`config.mk`:
```
export PLATFORM = sky130hd
export DESIGN_NAME = lcd_controller
export DESIGN_NICKNAME = d
export VERILOG_FILES = /design/src/rtl/lcd_controller.sv
export SDC_FILE = /design/constraint.sdc
export NUM_CORES = 1
export LEC_CHECK = 0
export ABC_AREA = 1
export CELL_PAD_IN_SITES_DETAIL_PLACEMENT = 1
export CELL_PAD_IN_SITES_GLOBAL_PLACEMENT = 1
export CORE_MARGIN = 1
export CORE_UTILIZATION = 35
export DETAILED_ROUTE_END_ITERATION = 12
export PLACE_DENSITY_LB_ADDON = 0.3
export SLEW_MARGIN = 0
export SYNTH_ARGS = -nofsm -noshare
export SYNTH_HDL_FRONTEND = slang
export SYNTH_SLANG_ARGS = --single-unit
export TNS_END_PERCENT = 50
```
`constraint.sdc`:
```
create_clock -name CLK -period 4.2 [get_ports CLK]
set_clock_uncertainty 0.15 [all_clocks]
set_input_delay 0.63 -clock CLK [delete_from_list [all_inputs] [get_ports CLK]]
set_output_delay 0.63 -clock CLK [all_outputs]
set_load 0.005 [all_outputs]
```
`src/rtl/lcd_controller.sv`:
```
// ---------------------------------------------------------------------------
// lcd_controller
//
// Drives the 4-bit character-LCD transfer unit (sendCommand/commandDone
// nibble engine). After reset it waits out the LCD power-up time, plays the
// fixed HD44780 4-bit initialisation ROM, and then accepts byte writes from
// the client. Each byte becomes two nibble transfers (high, then low). Each
// transfer carries the post-nibble delay that the transfer unit waits after
// strobing the nibble.
//
// Parameters
//   FREQ            clock frequency in Hz (T_US = FREQ/1e6 cycles per us)
//   POWERUP_CYCLES  power-up wait in cycles, must be below 2**21
//
// Ports
//   CLK            clock, rising edge
//   RST_N          asynchronous active-low reset
//   write_valid    client has a byte to send
//   write_rs       0 = instruction, 1 = data
//   write_data     byte to send
//   write_ready    controller accepts a byte this cycle
//   init_done      init sequence complete, held until reset
//   sendCommand    one-cycle start pulse to the transfer unit
//   command        {RS, nibble} for the transfer unit
//   commandDelay   post-nibble delay in cycles
//   commandDone    one-cycle completion pulse from the transfer unit
// ---------------------------------------------------------------------------
module lcd_controller #(
  parameter int unsigned FREQ           = 50000000,
  parameter int unsigned POWERUP_CYCLES = FREQ / 1000 * 15
) (
  input  logic        CLK,
  input  logic        RST_N,
  input  logic        write_valid,
  input  logic        write_rs,
  input  logic [7:0]  write_data,
  output logic        write_ready,
  output logic        init_done,
  output logic        sendCommand,
  output logic [4:0]  command,
  output logic [20:0] commandDelay,
  input  logic        commandDone
);

  // -------------------------------------------------------------------------
  // Timing constants, all resolved at elaboration. Delays are expressed in
  // microseconds of the HD44780 datasheet and scaled by the clock rate.
  // -------------------------------------------------------------------------
  localparam int unsigned T_US = FREQ / 1000000;

  localparam logic [20:0] DLY_1US    = 21'(T_US * 1);
  localparam logic [20:0] DLY_40US   = 21'(T_US * 40);
  localparam logic [20:0] DLY_100US  = 21'(T_US * 100);
  localparam logic [20:0] DLY_1640US = 21'(T_US * 1640);
  localparam logic [20:0] DLY_4100US = 21'(T_US * 4100);

  localparam logic [20:0] PWR_LAST   = 21'(POWERUP_CYCLES - 1);

  localparam logic [3:0]  INIT_LAST  = 4'd11;

  // -------------------------------------------------------------------------
  // Sequencer states
  // -------------------------------------------------------------------------
  localparam logic [2:0] ST_PWR_WAIT = 3'd0;
  localparam logic [2:0] ST_ISSUE    = 3'd1;
  localparam logic [2:0] ST_WAIT     = 3'd2;
  localparam logic [2:0] ST_GAP      = 3'd3;
  localparam logic [2:0] ST_IDLE     = 3'd4;

  // What the transfer currently in flight belongs to; decides where GAP goes.
  localparam logic [1:0] PH_INIT = 2'd0;
  localparam logic [1:0] PH_HI   = 2'd1;
  localparam logic [1:0] PH_LO   = 2'd2;

  // -------------------------------------------------------------------------
  // Init ROM: {nibble, delay}. Three "function set 8-bit" wake-up nibbles,
  // the switch to 4-bit mode, then function set 0x28, display on 0x0C,
  // clear 0x01 and entry mode 0x06, each sent as high/low nibble pairs.
  // -------------------------------------------------------------------------
  function automatic logic [24:0] init_rom(input logic [3:0] idx);
    logic [24:0] entry;
    case (idx)
      4'd0:    entry = {4'h3, DLY_4100US};
      4'd1:    entry = {4'h3, DLY_100US};
      4'd2:    entry = {4'h3, DLY_40US};
      4'd3:    entry = {4'h2, DLY_40US};
      4'd4:    entry = {4'h2, DLY_1US};
      4'd5:    entry = {4'h8, DLY_40US};
      4'd6:    entry = {4'h0, DLY_1US};
      4'd7:    entry = {4'hC, DLY_40US};
      4'd8:    entry = {4'h0, DLY_1US};
      4'd9:    entry = {4'h1, DLY_1640US};
      4'd10:   entry = {4'h0, DLY_1US};
      4'd11:   entry = {4'h6, DLY_40US};
      default: entry = {4'h0, DLY_40US};
    endcase
    return entry;
  endfunction

  // -------------------------------------------------------------------------
  // State
  // -------------------------------------------------------------------------
  logic [2:0]  state;
  logic [1:0]  phase;
  logic [20:0] pwr_cnt;
  logic [3:0]  init_idx;
  logic        lat_rs;    // RS of the byte being sent
  logic [3:0]  lat_lo;    // low nibble of the byte being sent
  logic        lat_slow;  // low nibble needs the long clear/home delay

  // ROM lookup for the next init transfer: entry 0 when leaving power-up,
  // otherwise the entry after the one just completed.
  logic [3:0]  rom_idx;
  logic [3:0]  rom_nib;
  logic [20:0] rom_dly;

  // Clear (0x01) and return-home (0x02/0x03) instructions need 1.64 ms.
  logic        wr_slow;

  // NOTE: every always_comb output gets a value before any branch so no
  // path can leave it unassigned and infer a latch.
  always_comb begin
    rom_idx = 4'd0;
    if (state == ST_GAP) begin
      rom_idx = init_idx + 4'd1;
    end
    {rom_nib, rom_dly} = init_rom(rom_idx);
    wr_slow = !write_rs &&
              (write_data == 8'h01 || write_data == 8'h02 || write_data == 8'h03);
  end

  // -------------------------------------------------------------------------
  // Sequencer. command/commandDelay are loaded only on the edge that raises
  // sendCommand, so they stay stable for the whole transfer.
  // The init ROM is constant logic and needs no reset of its own.
  // -------------------------------------------------------------------------
  // NOTE: sequential state uses non-blocking assignments only, so every
  // register in this block sees the pre-edge value of every other one.
  always_ff @(posedge CLK or negedge RST_N) begin
    if (!RST_N) begin
      state        <= ST_PWR_WAIT;
      phase        <= PH_INIT;
      pwr_cnt      <= '0;
      init_idx     <= '0;
      lat_rs       <= 1'b0;
      lat_lo       <= '0;
      lat_slow     <= 1'b0;
      write_ready  <= 1'b0;
      init_done    <= 1'b0;
      sendCommand  <= 1'b0;
      command      <= '0;
      commandDelay <= '0;
    end else begin
      sendCommand <= 1'b0;

      case (state)
        ST_PWR_WAIT: begin
          if (pwr_cnt == PWR_LAST) begin
            state        <= ST_ISSUE;
            phase        <= PH_INIT;
            init_idx     <= 4'd0;
            sendCommand  <= 1'b1;
            command      <= {1'b0, rom_nib};
            commandDelay <= rom_dly;
          end else begin
            pwr_cnt <= pwr_cnt + 21'd1;
          end
        end

        ST_ISSUE: begin
          state <= ST_WAIT;
        end

        // commandDone is only meaningful here; elsewhere it may be a stray
        // pulse from a transfer that was in flight when reset hit.
        ST_WAIT: begin
          if (commandDone) begin
            state <= ST_GAP;
          end
        end

        // One idle cycle: the transfer unit sits in its done state now and
        // would drop a start pulse issued in it.
        ST_GAP: begin
          case (phase)
            PH_INIT: begin
              if (init_idx == INIT_LAST) begin
                state       <= ST_IDLE;
                write_ready <= 1'b1;
                init_done   <= 1'b1;
              end else begin
                state        <= ST_ISSUE;
                init_idx     <= init_idx + 4'd1;
                sendCommand  <= 1'b1;
                command      <= {1'b0, rom_nib};
                commandDelay <= rom_dly;
              end
            end
            PH_HI: begin
              state        <= ST_ISSUE;
              phase        <= PH_LO;
              sendCommand  <= 1'b1;
              command      <= {lat_rs, lat_lo};
              commandDelay <= lat_slow ? DLY_1640US : DLY_40US;
            end
            default: begin
              state       <= ST_IDLE;
              write_ready <= 1'b1;
            end
          endcase
        end

        // Accept goes straight to ISSUE with the high nibble so the start
        // pulse follows the accepting edge by one cycle.
        ST_IDLE: begin
          if (write_valid && write_ready) begin
            state        <= ST_ISSUE;
            phase        <= PH_HI;
            write_ready  <= 1'b0;
            lat_rs       <= write_rs;
            lat_lo       <= write_data[3:0];
            lat_slow     <= wr_slow;
            sendCommand  <= 1'b1;
            command      <= {write_rs, write_data[7:4]};
            commandDelay <= DLY_1US;
          end
        end

        default: begin
          state <= ST_PWR_WAIT;
        end
      endcase
    end
  end

endmodule

```
==> results.md <==
- Status: finished, final reports clean
- Hold WS: between 0.15 and 0.2 ns
- Most frequent cells in the layout: nand2_1 (148), dfrtp_1 (55), inv_1 (47)
- Hold Buf Count CTS: 0
- Commonest non-fill, non-tap cell in the layout: nand2_1
- DIE HEIGHT: ~100 µm
- Area of the multi-input gates: between 1500 and 2000 µm²
- Synthesized cell area: 3330 µm²
- Clock network fraction of total power: 19.1%
- GRT overflow: 0
- Proportion of layout cells with a drive suffix above 1: between 10% and 20%
- Vias in the first global route: approximately 2,900
- Overall Global Routing Usage: 18.1%
- Slowest CP cell: nor2_2
- Mapped Avg Cell Area: around 7.7 µm²
- Synth warnings: 0
- Drt total wl: around 8100 µm
- Critical Path AT: about 2.4 ns
- Final worst path period share: between 50 and 60%
- Row Count: 35
- Avg WL per Cell: around 14 µm
- Dpl hpwl: around 6400 µm
- Critical path's top delay family: simple AND/OR/NAND/NOR gates
- CTS tree: yes
- Crit path top cell by count: nand2_1
- Worst EP required: about 4.3 ns
- H-tree levels: 2
- Switching power: around 810 µW
- Fin worst setup slack: approximately 1.9 ns
- Final ANT Viol Nets: 0
- Syn Inst Count: approximately 430
- Critical path startpoint category: flip-flop
- First-pass GRT wire length: 14,300 µm
- Placed cells: approximately 590
- Worst-path clk slew: about 0.12 ns
- Vias after detailed routing: roughly 2,800
- Worst vdd ir: 0.236 mV
- DP Area: approximately 3700 µm²
- Tmin final: around 2.3 ns
- Antenna Cells: 0
- Clock sink count: 55
- Initial Util: 36.1%
- Clk root buf: clkbuf_8
- First drt pass iteration count: 4
- Number of buffers and inverters on the critical path: 1
- Core area: approximately 9200 µm²
- Crit-path cells: nor2_2 > nand2_1 > inv_1 > nand2_1 > nand4_1 > nand3_1 > nand2_1
- # DRC: 0
- Initial drt markers: approximately 100
- Yosys cell types: 33
- Final number of setup-violating endpoints: 0
- Initial antenna violation count: 0
- Comb pwr share: 42.6%
- Deepest clock path buffer count: 2
- Worst skew pair latency: 0.31 ns
- PortBufs: 34
- Total CTS buffers: 5
- Synthesized flop and latch total: 55
- Final setup TNS: 0 ns
- Int Pwr: ~1.2 mW
- Largest net degree at the start of global routing: 29
- Power density over the cells: 520 nW/µm²
- CP Max Fanout: 12
- Fill cell count: roughly 1,200
- RSZ-0062 raised after global routing: no
- Final std cells w/o fill: 596
- Die width: about 100 µm
- Slew @ Worst Pin: approximately 0.81 ns
- Slew headroom: between 40% and 50%
- GP Congestion: ~0.89
- Sw frac: between 40% and 50%
- Ports: 42
- Synthesis-to-layout area growth: 15.0%
- Sequential element share of the synthesized area: just over 40%
- Hold Path Class: input port to asynchronous set/reset pin
- Final slew viol count: 0
- Pleak: 1.88 nW
- Fmax achieved: ~440 MHz
- Vias/cell: 4.68
- Capturing element type of the critical path: flip-flop
- Number of max-cap violations: 0
- Final Instance Area: 3840 µm²
- Full die area: approximately 9900 µm²
- Post-CTS Repair Setup Buffers: 0
- Crit Path Class: flip-flop to flip-flop
- Nets@finish: around 480
- Sequential cell area: ~1400 µm²
- Flop pwr share: between 30% and 40%
- Fin. Hold Viols: 0
- CTS resizes: 0
- Max incr delay on CP: around 0.67 ns
- Dpl ws: approximately 1.9 ns
[Yosys cell counts, drive strengths merged]
master / count / area [µm²]
nor2: 46 / 236
nand3b: 3 / 22.5
buf: 16 / 146
nand2: 162 / 673
nand4: 7 / 43.8
o2111ai: 1 / 8.76
conb: 1 / 3.75
a22oi: 1 / 7.51
o21a: 2 / 15.0
a31o: 1 / 8.76
nor3: 10 / 61.3
nand3: 28 / 168
dfrtp: 55 / 1380
o21ai: 30 / 203
nor4: 1 / 6.26
inv: 52 / 200
a21oi: 3 / 15.0
ha: 2 / 25.0
xor2: 13 / 114
[worst reg2reg max path, stage by stage (launching register included)]
cell	delay, ns
dfrtp_1	0.46
nor2_2	0.67
nand2_1	0.28
inv_1	0.23
nand2_1	0.16
nand4_1	0.13
nand3_1	0.09
nand2_1	0.07
[routing by layer]
layer	GRT usage, %	vias to the layer above	wire length (µm)
met4	3.05	0	48
met2	30.2	42	3780
met5	0	-	0
li1	-	1403	-
met3	2.60	5	226
met1	25.4	1340	4070
[flip-flops by register name, summed over array words and instances (netlist names)]
register	count
command	5
commandDelay	11
init_done	1
init_idx	4
lat_lo	4
lat_rs	1
lat_slow	1
phase	2
pwr_cnt	21
sendCommand	1
state	3
write_ready	1
[final timing paths]
check,start,to,slack [ns],cells after the start
worst min-delay path,RST_N,commandDelay[6],0.18,1
worst max register to register,state[2],commandDelay[9],1.91,7
max in group asynchronous,RST_N,pwr_cnt[14],2.89,2
min in group CLK,commandDelay[3],commandDelay[3],0.33,2
worst min register to register,commandDelay[3],commandDelay[3],0.33,2
worst max-delay path,state[2],commandDelay[9],1.91,7
[power by group through the flow]
stage	sequential [mW]	combinational (mW)	clock, mW
final	0.763	0.850	0.381
after global routing	0.787	0.962	0.406
after CTS	0.766	0.867	0.395
after detailed placement	0.776	0.867	0
after global placement	0.770	0.838	0
after floorplan	0.758	0.650	0
[logic make-up (layout without fill, tap and decap cells)]
group | count (synthesis) | in the layout | synth area share [%]
and+or+nand+nor | 257 | 257 | 36.3
other | 1 | 7 | 0.112
DFF | 55 | 55 | 41.3
adders and majority gates | 2 | 2 | 0.750
xor gates and xnor gates | 13 | 13 | 3.41
buffers and inverters | 68 | 95 | 10.4
AOI/OAI and AO/OA | 38 | 38 | 7.73
[area by class of cell]
class                   count  share of cell area (%)
repair buffers             35                    8.94
flip-flops and latches     55                    35.9
inverters                  52                    5.22
well taps                 129                    4.21
multi-input cells         317                    42.6
clock inverters             2                    1.01
clock buffers               6                    2.15
[stage by stage]
step / utilization [%] / power, mW
CTS: 41.5 / 2.03
finish: 41.5 / 1.99
detailed placement: 40.2 / 1.64
floorplan: - / 1.41
global route: 41.5 / 2.15
global placement: 40.2 / 1.61
No activity file was read; power rests on OpenSTA's default activity.
